===== config.mk =====
export PLATFORM = sky130hd
export DESIGN_NAME = ccip_mmio_csr_responder
export DESIGN_NICKNAME = d
export VERILOG_FILES = /design/src/rtl/ccip_mmio_csr_responder.sv
export SDC_FILE = /design/constraint.sdc
export NUM_CORES = 2
export LEC_CHECK = 0
export CAP_MARGIN = 20
export CORE_UTILIZATION = 50
export DETAILED_ROUTE_END_ITERATION = 6
export GPL_ROUTABILITY_DRIVEN = 0
export PLACE_DENSITY = 0.67
export SYNTH_ARGS = -nofsm -noshare
export SYNTH_HDL_FRONTEND = slang
export SYNTH_SLANG_ARGS = --single-unit
export TNS_END_PERCENT = 100

===== constraint.sdc =====
create_clock -name clk -period 8.03 [get_ports clk]
set_clock_uncertainty 0.1 [all_clocks]
set_input_delay 1.2045 -clock clk [delete_from_list [all_inputs] [get_ports clk]]
set_output_delay 1.2045 -clock clk [all_outputs]
set_load 0.005 [all_outputs]

===== src/rtl/ccip_mmio_csr_responder.sv =====
// CCI-P MMIO responder: 64-bit CSR file with buffered, in-order read responses.
// Writes update the CSR file directly; reads go stage 1 -> response FIFO -> output register.
module ccip_mmio_csr_responder #(
  parameter int          NUM_CSR             = 16,
  parameter int          RSP_FIFO_DEPTH_LOG2 = 2,
  parameter logic [63:0] CSR0_VALUE          = 64'h0
) (
  input  logic                           clk,
  input  logic                           rst,
  input  logic                           mmio_wr_valid,
  input  logic                           mmio_rd_valid,
  input  logic [27:0]                    cfg_hdr,
  input  logic [63:0]                    cfg_wrdata,
  input  logic                           rsp_stall,
  output logic                           mmio_rsp_valid,
  output logic [8:0]                     mmio_rsp_tid,
  output logic [63:0]                    mmio_rsp_data,
  output logic [NUM_CSR-1:0]             csr_wr_strobe,
  output logic                           req_drop,
  output logic [RSP_FIFO_DEPTH_LOG2:0]   rsp_pending
);

  localparam int          IDX_W     = $clog2(NUM_CSR);
  localparam int          DEPTH     = 1 << RSP_FIFO_DEPTH_LOG2;
  localparam int          CNT_W     = RSP_FIFO_DEPTH_LOG2 + 1;
  localparam int          PTR_W     = RSP_FIFO_DEPTH_LOG2;
  localparam logic [15:0] NUM_CSR_W = 16'(NUM_CSR);

  logic [15:0]      index;
  logic [1:0]       len;
  logic [8:0]       tid;
  logic [14:0]      sel;
  logic [IDX_W-1:0] csr_idx;
  logic             unused_rsvd;

  assign index       = cfg_hdr[27:12];
  assign len         = cfg_hdr[11:10];
  assign tid         = cfg_hdr[8:0];
  assign sel         = index[15:1];
  assign csr_idx     = sel[IDX_W-1:0];
  assign unused_rsvd = cfg_hdr[9];

  logic in_range, len_4b, len_8b, access_ok, wr_apply;
  logic pending_full, rd_accept, rd_drop, pop;

  assign in_range     = {1'b0, sel} < NUM_CSR_W;
  assign len_4b       = (len == 2'b00);
  assign len_8b       = (len == 2'b01);
  assign access_ok    = in_range && (len_4b || (len_8b && !index[0]));
  assign wr_apply     = mmio_wr_valid && access_ok && (sel != 15'd0);
  assign pending_full = (rsp_pending == CNT_W'(DEPTH));
  // A read colliding with a write loses; the write still goes through.
  assign rd_accept    = mmio_rd_valid && !mmio_wr_valid && !pending_full;
  assign rd_drop      = mmio_rd_valid && (mmio_wr_valid || pending_full);

  logic [63:0] csr [NUM_CSR];
  logic [63:0] csr_word;
  logic [63:0] rd_data;

  assign csr_word = (csr_idx == '0) ? CSR0_VALUE : csr[csr_idx];

  always_comb begin
    rd_data = '0;
    if (access_ok) begin
      if (len_8b)
        rd_data = csr_word;
      else
        rd_data = {32'h0, index[0] ? csr_word[63:32] : csr_word[31:0]};
    end
  end

  always_ff @(posedge clk) begin
    if (rst) begin
      for (int i = 0; i < NUM_CSR; i++)
        csr[i] <= '0;
    end else if (wr_apply) begin
      if (len_8b)
        csr[csr_idx] <= cfg_wrdata;
      else if (index[0])
        csr[csr_idx][63:32] <= cfg_wrdata[31:0];
      else
        csr[csr_idx][31:0] <= cfg_wrdata[31:0];
    end
  end

  logic             s1_valid;
  logic [8:0]       s1_tid;
  logic [63:0]      s1_data;
  logic [8:0]       fifo_tid  [DEPTH];
  logic [63:0]      fifo_data [DEPTH];
  logic [PTR_W-1:0] wr_ptr, rd_ptr;
  logic [CNT_W-1:0] fifo_count;

  assign pop = (fifo_count != '0) && !rsp_stall;

  always_ff @(posedge clk) begin
    if (s1_valid) begin
      fifo_tid[wr_ptr]  <= s1_tid;
      fifo_data[wr_ptr] <= s1_data;
    end
  end

  // rsp_pending counts stage 1 plus FIFO, so bounding it keeps the FIFO from overflowing.
  always_ff @(posedge clk) begin
    if (rst) begin
      s1_valid       <= 1'b0;
      s1_tid         <= '0;
      s1_data        <= '0;
      wr_ptr         <= '0;
      rd_ptr         <= '0;
      fifo_count     <= '0;
      mmio_rsp_valid <= 1'b0;
      mmio_rsp_tid   <= '0;
      mmio_rsp_data  <= '0;
      rsp_pending    <= '0;
      req_drop       <= 1'b0;
      csr_wr_strobe  <= '0;
    end else begin
      s1_valid <= rd_accept;
      if (rd_accept) begin
        s1_tid  <= tid;
        s1_data <= rd_data;
      end
      if (s1_valid)
        wr_ptr <= wr_ptr + 1'b1;
      if (pop)
        rd_ptr <= rd_ptr + 1'b1;
      fifo_count <= fifo_count + CNT_W'(s1_valid) - CNT_W'(pop);

      mmio_rsp_valid <= pop;
      if (pop) begin
        mmio_rsp_tid  <= fifo_tid[rd_ptr];
        mmio_rsp_data <= fifo_data[rd_ptr];
      end

      case ({rd_accept, pop})
        2'b10:   rsp_pending <= rsp_pending + 1'b1;
        2'b01:   rsp_pending <= rsp_pending - 1'b1;
        default: rsp_pending <= rsp_pending;
      endcase

      req_drop      <= rd_drop;
      csr_wr_strobe <= wr_apply ? (NUM_CSR'(1) << csr_idx) : '0;
    end
  end

endmodule

== Word level (Yosys, flattened, before mapping) ==
Memories as Yosys holds them, arrays and structs flattened. A register that Yosys moved wholly into a read port is not among the register bits.
Index checks and enable logic that the tools add are counted.

* Register bits: 102
* Memory bits (writable): 1316
* Bits of input ports: 97
* Output and inout port bits: 94
* Logic and storage cells: 77
* Memories kept: 3

{| class="wikitable"
|+ Memory list
! name !! depth !! bits a word !! rd ports !! clocked after Yosys merged registers in !! wr ports !! RTL line !! text
|-
| csr || 16 || 64 || 1 || 0 || 16 || 56 || <nowiki>logic [63:0] csr [NUM_CSR];</nowiki>
|-
| fifo_data || 4 || 64 || 1 || 1 || 1 || 90 || <nowiki>logic [63:0] fifo_data [DEPTH];</nowiki>
|-
| fifo_tid || 4 || 9 || 1 || 1 || 1 || 89 || <nowiki>logic [8:0] fifo_tid [DEPTH];</nowiki>
|}

* Add/subtract/negate cells: 6
* $lt $le $gt $ge: 1
* Eq/ne operators: 4
* Shift operators: 1
* Muxes and demuxes: 28
* Bitwise operators: 3
* Reductions and logical operators: 21

{| class="wikitable"
|+ Operators with widths
! cell !! count
|-
| two-way mux 64 bit || 4
|-
| two-way mux 32 bit || 3
|-
| OR reduction 64 bit || 1
|-
| two-way mux 1 bit || 18
|-
| left shift 1 x 4 -> 16 bit (first input constant) || 1
|-
| less-than comparator 15 x 5 -> 1 bit (second input constant) || 1
|-
| nonzero test 15 bit || 1
|-
| logical AND 1 bit || 8
|-
| case mux 3 bit (2 select lines) || 1
|-
| adder 2 x 1 -> 2 bit (second input constant) || 2
|-
| equality test 2 x 1 -> 1 bit (second input constant) || 2
|-
| logical NOT 1 bit || 4
|-
| logical NOT 4 bit || 1
|-
| two-way mux 4 bit || 1
|-
| adder 3 x 1 -> 3 bit || 1
|-
| adder 3 x 1 -> 3 bit (second input constant) || 1
|-
| equality test 3 bit (second input constant) || 1
|-
| nonzero test 3 bit || 1
|-
| subtractor 3 x 1 -> 3 bit || 1
|-
| subtractor 3 x 1 -> 3 bit (second input constant) || 1
|-
| equality test 2 bit (second input constant) || 1
|-
| logical NOT 2 bit || 1
|-
| logical OR 1 bit || 2
|-
| two-way mux 2 bit || 1
|-
| 4 further kinds || 5
|}

== Depth between registers and ports, before layout ==
* Depth after elaboration: 12
* Mapped depth: 12
* Depth with buffers taken out: 11

== Worst setup path after synthesis ==
Ideal clock, no wire load.

* Path type: input to register
* Start: input cfg_hdr[11]
* End: memory csr[3][32] (enable)
* Library setup time: 0.394 ns
* Arrival: 3.642 ns
* Data required time: 7.536 ns
* Path slack: 3.894 ns
* Cell stages on the path: 6
* Path buffers: 1
* Cells stage by stage: or4_1 > a211o_1 > a211oi_2 > buf_2 > nand4_1 > nand2b_1

{| class="wikitable"
|+ RTL lines
! item !! RTL line !! text
|-
| start, declared || 12 || <nowiki>input logic [27:0] cfg_hdr,</nowiki>
|-
| end, declared || 56 ||
|}

==> metrics.csv <==
stage,metric,value,unit
clock_network,CTS tree,yes,
yosys,Yosys warnings,0,
critical_path,Buffers & Inverters on Critical Path,2,
power,power per cell area,250,mW/mm²
yosys,register bit total from synthesis,1491,
power,sw frac,23.6,%
die,std cell rows,129,
timing,Worst Tran Pin Value,1.18,ns
clock_network,postcts setup bufs,0,
timing,fmax,0.174,GHz
yosys,sequential element share of the synthesized area,68.5,%
flow_run,Max-cap violations,0,
yosys,post-synth cell types,52,
drt,WL/cell,26.5,µm
drt,metal3 WL,16000,µm
grt,first-pass GRT wire length,246000,µm
drt,initial DRC count,4111,
timing,Final Max Tran Viols,0,
hold_path,type of the most critical hold path,flop to flop,
die,effective utilization at floorplan,50.6,%
critical_path,RR Endpoint,s1_data[55],
final_layout,Post-Layout Inst Area,0.0719,mm²
drt,post-route ant nets,0,
grt,global route total overflow,0,
grt,initial antenna violation count,6,
place,DP HPWL,100000,µm
yosys,predominant post-synthesis flop cell,edfxtp_1,
power,Sw Pwr,4.24,mW
timing,RSZ-0062 raised after global routing,false,
hold_path,Hold EP,mmio_rsp_data[35],
clock_network,Resized cells post-CTS,0,
clock_network,clk_lat worst skew,0.80,ns
outcome,status,finished with violations,
yosys,post-synthesis cell area,0.0628,mm²
clock_network,Worst-path clk slew,0.06,ns
critical_path,worst r2r path cells,8,
clock_network,Clock Tree Root,clkbuf_16,
final_layout,share of post-route cells with drive strength above 1,14.0,%
power,combinational power share,10.5,%
final_layout,synthesis-to-finish area growth,14.4,%
outcome,violated checks,DRC,
power,Pleak,25.3,nW
yosys,Avg Inst Size Synth,14.0,µm²
drt,DR top layer,met5,
yosys,"Async S/R FF share, synth",0,%
clock_network,Max clock buf depth,3,
critical_path,critical path data arrival time,6.07,ns
timing,final hold viol count,0,
drt,met2 WL post-DR,76200,µm
critical_path,crit path capture type,flop,
place,Placement Cell Area,0.0666,mm²
yosys,area share of the largest cell type after synthesis,62.9,%
timing,setup TNS,0,ns
final_layout,Total Nets Final,4762,
timing,Hold Slack,0.350,ns
hold_path,hold wc startpoint,mmio_rsp_data[35],
hold_path,Hold Path Depth,2,
power,Clk pwr share,39.4,%
critical_path,slowest cell on the critical path,a211oi_2,
die,Core Area,0.124,mm²
die,Die Wd,356,µm
drt,final wirelength,170000,µm
timing,final critical-path share of the clock period,71.6,%
yosys,largest area contributor in the netlist,edfxtp_1,
yosys,Mapped Cells,4470,
die,# IOs,191,
yosys,Post-synth EDFFs,1316,
power,cell-internal power,13.7,mW
final_layout,Filler Cell Count,9623,
power,sequential group share of total power,50.1,%
drt,DRT Pass-1 Iters,7,
clock_network,TritonCTS Buffers,154,
drt,DRT met1 WL,69500,µm
power,Peak VDD IR,0.211,mV
critical_path,crit path cell chain,clkdlybuf4s50_1 -> or4_1 -> a211o_1 -> a211oi_2 -> nand4_1 -> nand2b_2 -> buf_4,
drt,DR vias,37800,
drt,DRC violations left,81,
critical_path,Setup CP Type,primary input to flop,
clock_network,clock sinks,1491,
critical_path,Startpoint Class,primary input,
yosys,largest cells by area after synthesis,"edfxtp_1, mux2i_1, dfxtp_1, and2_1, nor2_1",
timing,normalized max-slew margin,20.6,%
timing,min Tclk post-route,5.75,ns
critical_path,Critical Path RT,8.35,ns
clock_network,Post-CTS Hold Buffers,0,
critical_path,CP Max Fanout,22,
place,IO buf count,189,
critical_path,reg-to-reg startpoint,rsp_pending[2],
critical_path,CP top delay family,simple AND/OR/NAND/NOR gates,
grt,GRT Util Overall,26.8,%
timing,setup violators final,0,
die,die height,356,µm
grt,pin count of the biggest net entering global routing,110,
drt,DR vias/cell,5.88,
die,DIE AREA,0.127,mm²
critical_path,max incr delay on CP,0.92,ns
grt,vias in the first global route,36600,
critical_path,r2r setup slk,4.55,ns
clock_network,H-tree depth,4,
area by class of cell:
cell class	count	area, µm²	share of cell area [%]
diodes	4	10.0	0.0139
clock buffers	218	4340	6.04
clock inverters	67	681	0.947
inverters	13	48.8	0.0679
multi-input cells	2664	18600	25.8
flip-flops and latches	1491	43000	59.9
well taps	1637	2050	2.85
repair buffers	332	3150	4.38
state kept, by name (all words and copies together), names as in the netlist, 3 cells and up:
register and cells:
fifo_data 256, fifo_count 3, s1_tid 9, s1_data 64
rsp_pending 3, csr_wr_strobe 16, mmio_rsp_tid 9, mmio_rsp_data 64
csr 1024, fifo_tid 36
kinds of logic after synthesis:
group | after synthesis | share of synthesized area [%]
flip-flops | 1491 | 68.5
AO/OA/AOI/OAI | 569 | 6.08
XOR/XNOR | 7 | 0.0976
other | 1 | 0.00597
AND/OR/NAND/NOR | 1396 | 11.0
multiplexers | 618 | 11.6
buffers and inverters | 379 | 2.49
adder cells (fa/ha/maj) | 9 | 0.203
power by group through the flow:
stage	clock network (mW)	registers, mW	logic, mW
floorplan	0	9.09	1.17
global placement	0	9.15	1.85
CTS	7.14	9.01	1.88
detailed placement	0	9.17	1.87
finish	7.07	9.00	1.88
global route	7.45	9.04	2.02
Yosys cell counts, types with 32 or more instances:
| cell | instances |
|---|---|
| a21oi_1 | 181 |
| clkbuf_2 | 39 |
| buf_1 | 36 |
| and2_1 | 486 |
| mux4_2 | 73 |
| a22o_1 | 95 |
| nor2_1 | 510 |
| buf_2 | 57 |
| dfxtp_1 | 175 |
| o21a_1 | 32 |
| nand2_1 | 212 |
| nor3_1 | 67 |
| edfxtp_1 | 1316 |
| o21ai_0 | 64 |
| mux2_2 | 128 |
| mux2i_1 | 417 |
| a32o_1 | 32 |
| o22ai_1 | 64 |
| or2_2 | 49 |
| clkbuf_1 | 229 |
| a22oi_1 | 66 |
metrics by stage:
| step | setup WS (ns) | cells | total power [mW] | utilization [%] |
|---|---|---|---|---|
| 4_1_cts | 2.51 | 6409 | 18.0 | 57.7 |
| 2_1_floorplan | 3.89 | 4534 | 10.3 | - |
| 3_5_place_dp | 1.70 | 6124 | 11.0 | 53.7 |
| 6_report | 2.28 | 6426 | 17.9 | 57.9 |
| 5_1_grt | 2.13 | 6422 | 18.5 | 57.9 |
| 3_3_place_gp | 1.73 | 6124 | 11.0 | 53.7 |
routing by layer:
layer | vias to the layer above | track usage [%]
met2 | 1745 | 40.6
met4 | 4 | 13.0
li1 | 16700 | -
met1 | 19000 | 36.9
met3 | 344 | 5.58
met5 | - | 0
layout by cell type, fill, tap and decap left out, types with 65 or more instances in the layout:
cell type        count
mux4_2              73
buf_4              129
and2_1             481
nand2_1            211
nor2_1             507
a21oi_1            181
mux2_2             128
conb_1              65
mux2i_1            417
a22oi_1             66
clkbuf_16          157
clkdlybuf4s50_1    186
a22o_1              95
edfxtp_1          1316
nor3_1              66
dfxtp_1            173
worst max path at each step:
| stage | start | to | slack, ns | depth (start not counted) |
|---|---|---|---|---|
| final | cfg_hdr[23] | csr[12][45] | 2.28 | 7 |
| after global routing | cfg_hdr[23] | csr[12][45] | 2.13 | 7 |
| after CTS | cfg_hdr[23] | csr[12][45] | 2.51 | 7 |
| after detailed placement | cfg_hdr[23] | csr[12][33] | 1.70 | 7 |
| after global placement | cfg_hdr[23] | csr[12][33] | 1.73 | 7 |
| after floorplan | cfg_hdr[11] | csr[3][32] | 3.89 | 6 |
worst reg2reg max path, cell delays in order (launching register included):
cell and delay, ns:
dfxtp_1 0.34, or3b_2 0.21, and3_1 0.50, clkinv_1 0.13
buf_4 0.32, nor4_2 0.36, buf_4 0.49, o21ai_0 0.61
a21oi_1 0.34
Note: power is estimated with default switching activity, not from simulation.
